### src/rtl/cla_wide_add_seq_pkg.sv
// rtl/cla_wide_add_seq_pkg.sv - shared constants, state encoding and sizing helper for the wide CLA sequencer
package cla_wide_add_seq_pkg;

    localparam int CLA_SEG = 16;

    typedef enum logic [1:0] {
        IDLE,
        RUN,
        DONE
    } state_t;

    // Word index width; a one-bit counter is kept even when WORDS would need zero bits.
    function automatic int idx_width(input int words);
        return (words > 2) ? $clog2(words) : 1;
    endfunction

endpackage

### src/rtl/cla_wide_add_seq_cla16.sv
// rtl/cla_wide_add_seq_cla16.sv - two-level 16-bit carry-lookahead adder slice with group generate/propagate
module cla_wide_add_seq_cla16 (
    input  logic [15:0] a,
    input  logic [15:0] b,
    input  logic        c_in,
    output logic [15:0] s,
    output logic        g_out,
    output logic        p_out
);

    logic [15:0] g;
    logic [15:0] p;
    logic [15:0] c;
    logic [3:0]  bg;
    logic [3:0]  bp;
    logic [3:0]  bc;

    // Carries into positions 1..3 of a 4-wide group, all computed in parallel from ci.
    function automatic logic [2:0] lookahead(input logic [3:0] gi, input logic [3:0] pi, input logic ci);
        logic [2:0] co;
        co[0] = gi[0] | (pi[0] & ci);
        co[1] = gi[1] | (pi[1] & gi[0]) | (pi[1] & pi[0] & ci);
        co[2] = gi[2] | (pi[2] & gi[1]) | (pi[2] & pi[1] & gi[0]) | (pi[2] & pi[1] & pi[0] & ci);
        return co;
    endfunction

    function automatic logic group_g(input logic [3:0] gi, input logic [3:0] pi);
        return gi[3] | (pi[3] & gi[2]) | (pi[3] & pi[2] & gi[1]) | (pi[3] & pi[2] & pi[1] & gi[0]);
    endfunction

    assign g = a & b;
    assign p = a ^ b;

    for (genvar k = 0; k < 4; k++) begin : g_blk
        assign bg[k]      = group_g(g[4*k +: 4], p[4*k +: 4]);
        assign bp[k]      = &p[4*k +: 4];
        assign c[4*k +: 4] = {lookahead(g[4*k +: 4], p[4*k +: 4], bc[k]), bc[k]};
    end

    assign bc    = {lookahead(bg, bp, c_in), c_in};
    assign g_out = group_g(bg, bp);
    assign p_out = &bp;
    assign s     = p ^ c;

endmodule

### src/rtl/cla_wide_add_seq.sv
// rtl/cla_wide_add_seq.sv - WIDTH-bit add/subtract sequenced one 16-bit word per cycle through a shared CLA16
module cla_wide_add_seq
    import cla_wide_add_seq_pkg::*;
#(
    parameter  int WORDS = 4,
    localparam int WIDTH = CLA_SEG * WORDS
) (
    input  logic             clk,
    input  logic             rst_n,
    input  logic             in_valid,
    output logic             in_ready,
    input  logic [WIDTH-1:0] a_in,
    input  logic [WIDTH-1:0] b_in,
    input  logic             c_in,
    input  logic             sub,
    output logic             out_valid,
    input  logic             out_ready,
    output logic [WIDTH-1:0] sum,
    output logic             c_out,
    output logic             ovf,
    output logic             busy
);

    localparam int               IDX_W    = idx_width(WORDS);
    localparam logic [IDX_W-1:0] LAST_IDX = IDX_W'(WORDS - 1);

    state_t             state;
    logic [WIDTH-1:0]   a_reg;
    logic [WIDTH-1:0]   b_reg;
    logic               carry_reg;
    logic [IDX_W-1:0]   idx;

    logic [CLA_SEG-1:0] slice_sum;
    logic               slice_g;
    logic               slice_p;
    logic               carry_next;

    cla_wide_add_seq_cla16 u_CLA16 (
        .a     (a_reg[idx*CLA_SEG +: CLA_SEG]),
        .b     (b_reg[idx*CLA_SEG +: CLA_SEG]),
        .c_in  (carry_reg),
        .s     (slice_sum),
        .g_out (slice_g),
        .p_out (slice_p)
    );

    assign carry_next = slice_g | (slice_p & carry_reg);

    always_ff @(posedge clk or negedge rst_n) begin
        if (!rst_n) begin
            state     <= IDLE;
            in_ready  <= 1'b1;
            out_valid <= 1'b0;
            busy      <= 1'b0;
            a_reg     <= '0;
            b_reg     <= '0;
            carry_reg <= 1'b0;
            idx       <= '0;
            sum       <= '0;
            c_out     <= 1'b0;
            ovf       <= 1'b0;
        end else begin
            case (state)
                IDLE: begin
                    if (in_valid && in_ready) begin
                        a_reg     <= a_in;
                        b_reg     <= sub ? ~b_in : b_in;
                        carry_reg <= sub | c_in;
                        idx       <= '0;
                        state     <= RUN;
                        in_ready  <= 1'b0;
                        busy      <= 1'b1;
                    end
                end
                RUN: begin
                    sum[idx*CLA_SEG +: CLA_SEG] <= slice_sum;
                    carry_reg                   <= carry_next;
                    if (idx == LAST_IDX) begin
                        c_out     <= carry_next;
                        // Carry into the MSB differs from carry out exactly when signed overflow occurs.
                        ovf       <= a_reg[WIDTH-1] ^ b_reg[WIDTH-1] ^ slice_sum[CLA_SEG-1] ^ carry_next;
                        state     <= DONE;
                        out_valid <= 1'b1;
                    end else begin
                        idx <= idx + 1'b1;
                    end
                end
                DONE: begin
                    if (out_ready) begin
                        state     <= IDLE;
                        out_valid <= 1'b0;
                        busy      <= 1'b0;
                        in_ready  <= 1'b1;
                    end
                end
                default: begin
                    state     <= IDLE;
                    in_ready  <= 1'b1;
                    out_valid <= 1'b0;
                    busy      <= 1'b0;
                end
            endcase
        end
    end

endmodule
### config.mk
export PLATFORM = sky130hd
export DESIGN_NAME = cla_wide_add_seq
export DESIGN_NICKNAME = d
export VERILOG_FILES = /design/src/rtl/cla_wide_add_seq_pkg.sv /design/src/rtl/cla_wide_add_seq_cla16.sv /design/src/rtl/cla_wide_add_seq.sv
export SDC_FILE = /design/constraint.sdc
export NUM_CORES = 1
export LEC_CHECK = 0
export CORE_MARGIN = 5
export CORE_UTILIZATION = 25
export CTS_BUF_LIST = sky130_fd_sc_hd__clkbuf_8
export CTS_CLUSTER_SIZE = 40
export DETAILED_ROUTE_END_ITERATION = 7
export SYNTH_ARGS = -nofsm -noshare
export SYNTH_HDL_FRONTEND = slang
export SYNTH_HIERARCHICAL = 1
export SYNTH_SLANG_ARGS = --single-unit
### constraint.sdc
create_clock -name clk -period 5.8 [get_ports clk]
set_clock_uncertainty 0.2 [all_clocks]
set_input_delay 0.58 -clock clk [delete_from_list [all_inputs] [get_ports clk]]
set_output_delay 0.58 -clock clk [all_outputs]
set_load 0.02 [all_outputs]
==> reports/qor.yml, run 1 <==
status:
  status: "finished with violations"
  violations: "hold timing"
worst_setup_path:
  reg2reg_from: "idx[0]"
  critPathRequiredTime_ns: 6.05
  endpoint: "ovf"
  ff2ff_path_depth: 12
  critPathMaxFanout: 24
  r2r-end: "ovf"
  critPathCaptureType: "register"
  crit_path_start_kind: "register"
  cp-startpoint: "idx[0]"
  cp.arrival_ns: 4.60
  r2r_setup_slack_ns: 1.46
  crit_type: "register to register"
logic_synthesis:
  synthesis.area_um2: 9760
  synth_cell_type_count: 50
  netlist.area_leader.share_pct: 51.6
  syn_nets: 1114
  synth_flop_cell: "dfrtp_1"
  ys_ff_latch: 202
  avgSynthCellArea_um2: 10.2
  synth_edf_count: 0
  yosysMostFrequentCell: "nand2_1"
  ys_seq_area_share_pct: 51.8
  syn_inst: 954
  yosysWarningCount: 6
  ys_top_cells_by_count: "332 x nand2_1, 201 x dfrtp_1, 105 x o21ai_0, 69 x xnor2_1"
  netlist_top_cells_area: "dfrtp_1 52%, nand2_1 13%, mux4_2 7.4%"
  yosys.area.top_type: "dfrtp_1"
  async_flop_share_pct: 100
sta:
  setup_viol: 0
  slew_violations: 0
  fin_crit_sh_pct: 74.9
  rsz0062_at_grt: "no"
  worstMarginPinSlew_ns: 1.16
  finalHoldViolCount: 1
  relSlewSlack_pct: 22.7
  timing.fmax_mhz: 230
  final.setup.tns_ns: 0
  min_period_ns: 4.34
  hold_ws_ns: -0.000474
global_routing:
  track_usage_pct: 13.5
  grt_overflow: 0
  antenna_found_initial: 0
  grt_pass1_vias: 7689
  grt_pass1_wl_um: 45800
  grt_max_degree: 110
pwr:
  swShare_pct: 43.1
  p_comb_share_pct: 50.7
  power.density_nw_per_um2: 589
  total_leakage_power_nw: 5.73
  total_power_mw: 7.62
  internal_power_mw: 4.33
  switchingPower_mw: 3.29
  clockPowerShare_pct: 16.6
  vdd_ir_drop_max_v: 0.000292
  p_seq_share_pct: 32.6
placed_design:
  place.port_buffers: 202
  dp.cells: 1626
  place.gp.congestion: 0.776
  placed_area_um2: 12300
  dpl.hpwl_um: 21800
drt:
  avgRoutedWirePerCell_um: 17.5
  drc: 0
  vias: 7415
  wl_um: 29500
  viasPerCell: 4.40
  drt-pass1-iter-count: 5
  ant_nets: 0
  first_iter_violations: 581
floorplanning:
  coreArea_um2: 38600
  fp-row-count: 72
  die_y_um: 208
  start_util_pct: 25.2
  die_area_um2: 43100
  die_x_um: 208
  ios: 203
clock_tree:
  clkSinkCount: 202
  cts-root-buf: "clkbuf_8"
  htree_levels: 2
  hold_buffers: 0
  cts_resized: 0
  cts_inserted_buffers: 36
  cts_tree: "built"
  post_cts_buffers: 0
  clkLatencyLatePin_ns: 0.53
  clk_pin_slew_worst_paths_ns: 0.07
  clockBufferDepth: 3
cells_and_area:
  nets: 1306
  post-route-util_pct: 33.5
  diodes: 0
  final_layout_size_suffix_gt1_share_pct: 9.76
  finalNonFillerCells: 1686
  postLayoutCellArea_um2: 12900
  area_growth_pct: 32.6
hold_path:
  hold_path_class: "input port to async pin"
flow_run:
  maxCapViolCount: 0
## worst max-delay path: stages (launching register included)
cell,delay [ns]
dfrtp_2,0.85
buf_4,0.34
mux4_2,0.52
ha_1,0.34
and3_1,0.22
and3_4,0.19
or2_4,0.25
a21oi_4,0.23
nor2_1,0.09
nor3_2,0.37
xnor3_1,0.40
xnor2_1,0.13
o21ai_0,0.14
## power by group through the flow
| stage | clock (mW) | sequential (mW) | combinational [mW] |
|---|---|---|---|
| after floorplan | 0 | 2.48 | 2.37 |
| after global placement | 0 | 2.50 | 3.81 |
| after detailed placement | 0 | 2.51 | 3.89 |
| after CTS | 1.31 | 2.50 | 3.91 |
| after global routing | 1.38 | 2.57 | 4.28 |
| final | 1.27 | 2.49 | 3.87 |
## final cells by class
type / count / area (um2)
Clock buffer: 44 / 606
Clock inverter: 16 / 73.8
Fill cell: 3887 / 25700
Inverter: 11 / 41.3
Multi-Input combinational cell: 682 / 4400
Sequential cell: 202 / 5060
Tap cell: 518 / 648
Timing Repair Buffer: 213 / 2110
## cells in the final DEF, fill, tap and decap left out, types with 4 or more instances in the layout
master             n
buf_4             12
clkinv_2           5
xnor2_1           69
clkdlybuf4s50_1  200
inv_1             20
clkbuf_8          45
xor2_1             5
nand3b_1           4
ha_1              22
a21oi_1           15
o21ai_0          105
mux4_2            32
fa_1               4
dfrtp_1          199
a22o_1            32
nor2_1            17
nand2_1          332
## per-layer routing
metal  up-vias  GRT usage, %  part of all wire, %
li1       3595             -                    -
met1      3559          19.7                   49
met2       222          20.0                   43
met3        39          3.40                  5.9
met4         0          3.60                  2.0
met5         -             0                    0
## worst min path at each step
stage	from	endpoint	slack, ns	depth (start not counted)
4_1_cts	rst_n	a_reg[20]	0.02	1
3_5_place_dp	a_reg[42]	a_reg[42]	0.26	2
5_1_grt	rst_n	a_reg[54]	0.06	1
2_1_floorplan	rst_n	a_reg[0]	0.08	0
3_3_place_gp	a_reg[55]	a_reg[55]	0.26	2
6_report	rst_n	a_reg[11]	-0.0005	1
## cells by family after synthesis
kind of cell             synth area share, %
AO/OA/AOI/OAI                           10.6
XOR/XNOR                                6.87
adder cells (fa/ha/maj)                 3.64
buffers and inverters                   3.41
flip-flops                              51.8
multiplexers                            7.39
AND/OR/NAND/NOR                         16.2
## through the flow
step | setup WS (ns) | hold slack (ns)
3_5_place_dp | 1.39 | 0.260
6_report | 1.46 | -0.000474
2_1_floorplan | 2.00 | 0.0844
4_1_cts | 1.40 | 0.0154
5_1_grt | 1.15 | 0.0610
3_3_place_gp | 1.49 | 0.256
No activity file was read; power rests on OpenSTA's default activity.
==> run 2, diff against run 1 <==
clock period = 4 ns   (was 5.8 ns; I/O delays follow)
==> run 2 against run 1 <==
The flow now finishes without violations. Maximum frequency up 16%. Largest power group unchanged. Power grew 49%. Clock-buffer cell count up 3. Global-route usage is essentially flat. First-iteration DRC count decreased by 10%. Critical path type unchanged. Core utilization grew 0.45 points. Sequential cell count stayed put. Critical endpoint is now sum[41].
==> reports/qor.yml, run 2 (synthesized netlist as in run 1, its figures left out) <==
status:
  status: "complete, no violations"  # was finished with violations
cells_and_area:
  nets: 1315  # was 1306
  final_layout_size_suffix_gt1_share_pct: 10.6  # was 9.76%
  final_common_cell: "nand2_1"  # unchanged
  n_fill_cell: 3956  # was 3887
  layout_common_cells: "332 x nand2_1, 200 x clkdlybuf4s50_1, 199 x dfrtp_1"  # unchanged
  area_growth_pct: 34.3  # was 32.6%
  diodes: 0  # unchanged
pwr:
  switchingPower_mw: 4.87  # was 3.29 mW
  p_comb_share_pct: 51.9  # was 50.7%
  power.density_nw_per_um2: 867  # was 589 nW/um2
  vdd_ir_drop_max_v: 0.000470  # was 0.000292 V
  total_leakage_power_nw: 5.83  # was 5.73 nW
  swShare_pct: 42.9  # was 43.1%
  total_power_mw: 11.4  # was 7.62 mW
  p_seq_share_pct: 31.2  # was 32.6%
  clockPowerShare_pct: 16.9  # was 16.6%
  internal_power_mw: 6.49  # was 4.33 mW
floorplanning:
  die_area_um2: 43100  # unchanged
  die_y_um: 208  # unchanged
  start_util_pct: 25.2  # unchanged
  die_x_um: 208  # unchanged
  fp-row-count: 72  # unchanged
  ios: 203  # unchanged
  coreArea_um2: 38600  # unchanged
clock_tree:
  clkLatencyLatePin_ns: 0.53  # about the same
  cts_resized: 0  # unchanged
  cts_inserted_buffers: 36  # unchanged
  clk_pin_slew_worst_paths_ns: 0.06  # was 0.07 ns
  cts-root-buf: "clkbuf_8"  # unchanged
  clkSinkCount: 202  # unchanged
  htree_levels: 2  # unchanged
  cts_tree: "built"  # unchanged
  clockBufferDepth: 3  # unchanged
placed_design:
  dpl.hpwl_um: 22500  # was 21800 um
  place.gp.congestion: 0.811  # was 0.776
  place.port_buffers: 202  # unchanged
worst_setup_path:
  crit_path_start_kind: "register"  # unchanged
  crit_type: "register to register"  # unchanged
  reg2reg_from: "idx[0]"  # unchanged
  cp.arrival_ns: 3.97  # was 4.60 ns
  r2r-end: "sum[41]"  # was ovf
  critPathRequiredTime_ns: 4.23  # was 6.05 ns
  critPathMaxFanout: 16  # was 24
  critPathCaptureType: "register"  # unchanged
  ff2ff_path_depth: 12  # unchanged
  r2r_setup_slack_ns: 0.26  # was 1.46 ns
sta:
  timing.fmax_mhz: 267  # was 230 MHz
  final.setup.tns_ns: 0  # unchanged
  slew_violations: 0  # unchanged
  worstMarginPinSlew_ns: 1.02  # was 1.16 ns
  relSlewSlack_pct: 32.2  # was 22.7%
  rsz0062_at_grt: "no"  # unchanged
  fin_crit_sh_pct: 93.5  # was 74.9%
  min_period_ns: 3.74  # was 4.34 ns
  finalHoldViolCount: 0  # was 1
  setup_viol: 0  # unchanged
drt:
  vias: 7459  # was 7415
  avgRoutedWirePerCell_um: 17.5  # about the same
  first_iter_violations: 521  # was 581
  drc: 0  # unchanged
  ant_nets: 0  # unchanged
  wl_um: 29800  # was 29500 um
  viasPerCell: 4.39  # was 4.40
  drt-pass1-iter-count: 5  # unchanged
hold_path:
  hold_depth: 3
  hold_path.startpoint: "a_in[56]"
  hold_end: "a_reg[56]"
  hold_path_class: "input port to register"  # was input port to async pin
flow_run:
  maxCapViolCount: 0  # unchanged
global_routing:
  grt_max_degree: 113  # was 110
  grt_pass1_wl_um: 46000  # was 45800 um
  track_usage_pct: 13.5  # about the same
  antenna_found_initial: 1  # was 0
  grt_pass1_vias: 7749  # was 7689
  grt_overflow: 0  # unchanged
==> run 2: final cells by class <==
| cell class | count | area (um2) | share of cell area, % |
|---|---|---|---|
| timing repair buffer | 222 | 2230 | 17.0 |
| tap | 518 | 648 | 4.95 |
| multi-input combinational | 682 | 4400 | 33.6 |
| clock inverter | 19 | 85.1 | 0.649 |
| clock buffer | 47 | 647 | 4.94 |
| sequential | 202 | 5060 | 38.6 |
| inverter | 11 | 41.3 | 0.315 |
==> run 2: power groups by stage <==
stage	Sequential (mW)	Clock (mW)	Combinational (mW)
2_1_floorplan	3.59	0	3.43
3_3_place_gp	3.58	0	5.73
3_5_place_dp	3.58	0	5.91
4_1_cts	3.55	1.97	5.92
5_1_grt	3.66	2.09	6.43
6_report	3.55	1.92	5.89
==> run 2: stage by stage <==
stage	setup WS (ns)	cells	hold WS [ns]	instance area, um2	util, %
after floorplan	0.199	954	-0.0956	9760	-
final	0.260	1701	0.220	13100	33.9
after CTS	0.262	1701	0.190	13100	33.9
after global routing	0.0218	1701	0.208	13100	33.9
after detailed placement	0.273	1634	0.258	12400	32.0
after global placement	0.320	1634	0.253	12400	32.0
==> run 2: routing by layer <==
metal	vias to the layer above	global-route usage [%]	part of all wire, %	routed length, um
met2	231	20.6	44	13300
met3	42	3.69	6.4	1900
met5	-	0	0.067	20
met4	2	3.28	2.0	600
li1	3616	-	-	-
met1	3568	19.2	47	14000
==> run 2: worst max-delay path by stage <==
stage	startpoint	cells after the start	to
4_1_cts	idx[0]	12	sum[25]
3_5_place_dp	idx[0]	12	ovf
5_1_grt	idx[0]	12	sum[41]
2_1_floorplan	idx[0]	13	ovf
6_report	idx[0]	12	sum[41]
3_3_place_gp	idx[0]	12	sum[25]
==> run 2: critical path: stages (launching register included) <==
cell,delay [ns]
dfrtp_2,0.51
buf_12,0.22
mux4_2,0.53
ha_1,0.35
and3_1,0.22
and3_4,0.19
or2_4,0.25
a21oi_4,0.21
inv_1,0.08
fa_1,0.38
xor2_1,0.31
nand2_1,0.08
o21ai_0,0.14
==> run 2: repair_timing <==
item | CTS | global route
endpoints found under the hold margin | 105 | 0
hold buffers | 1 | 0
buffers inserted | 0 | 0
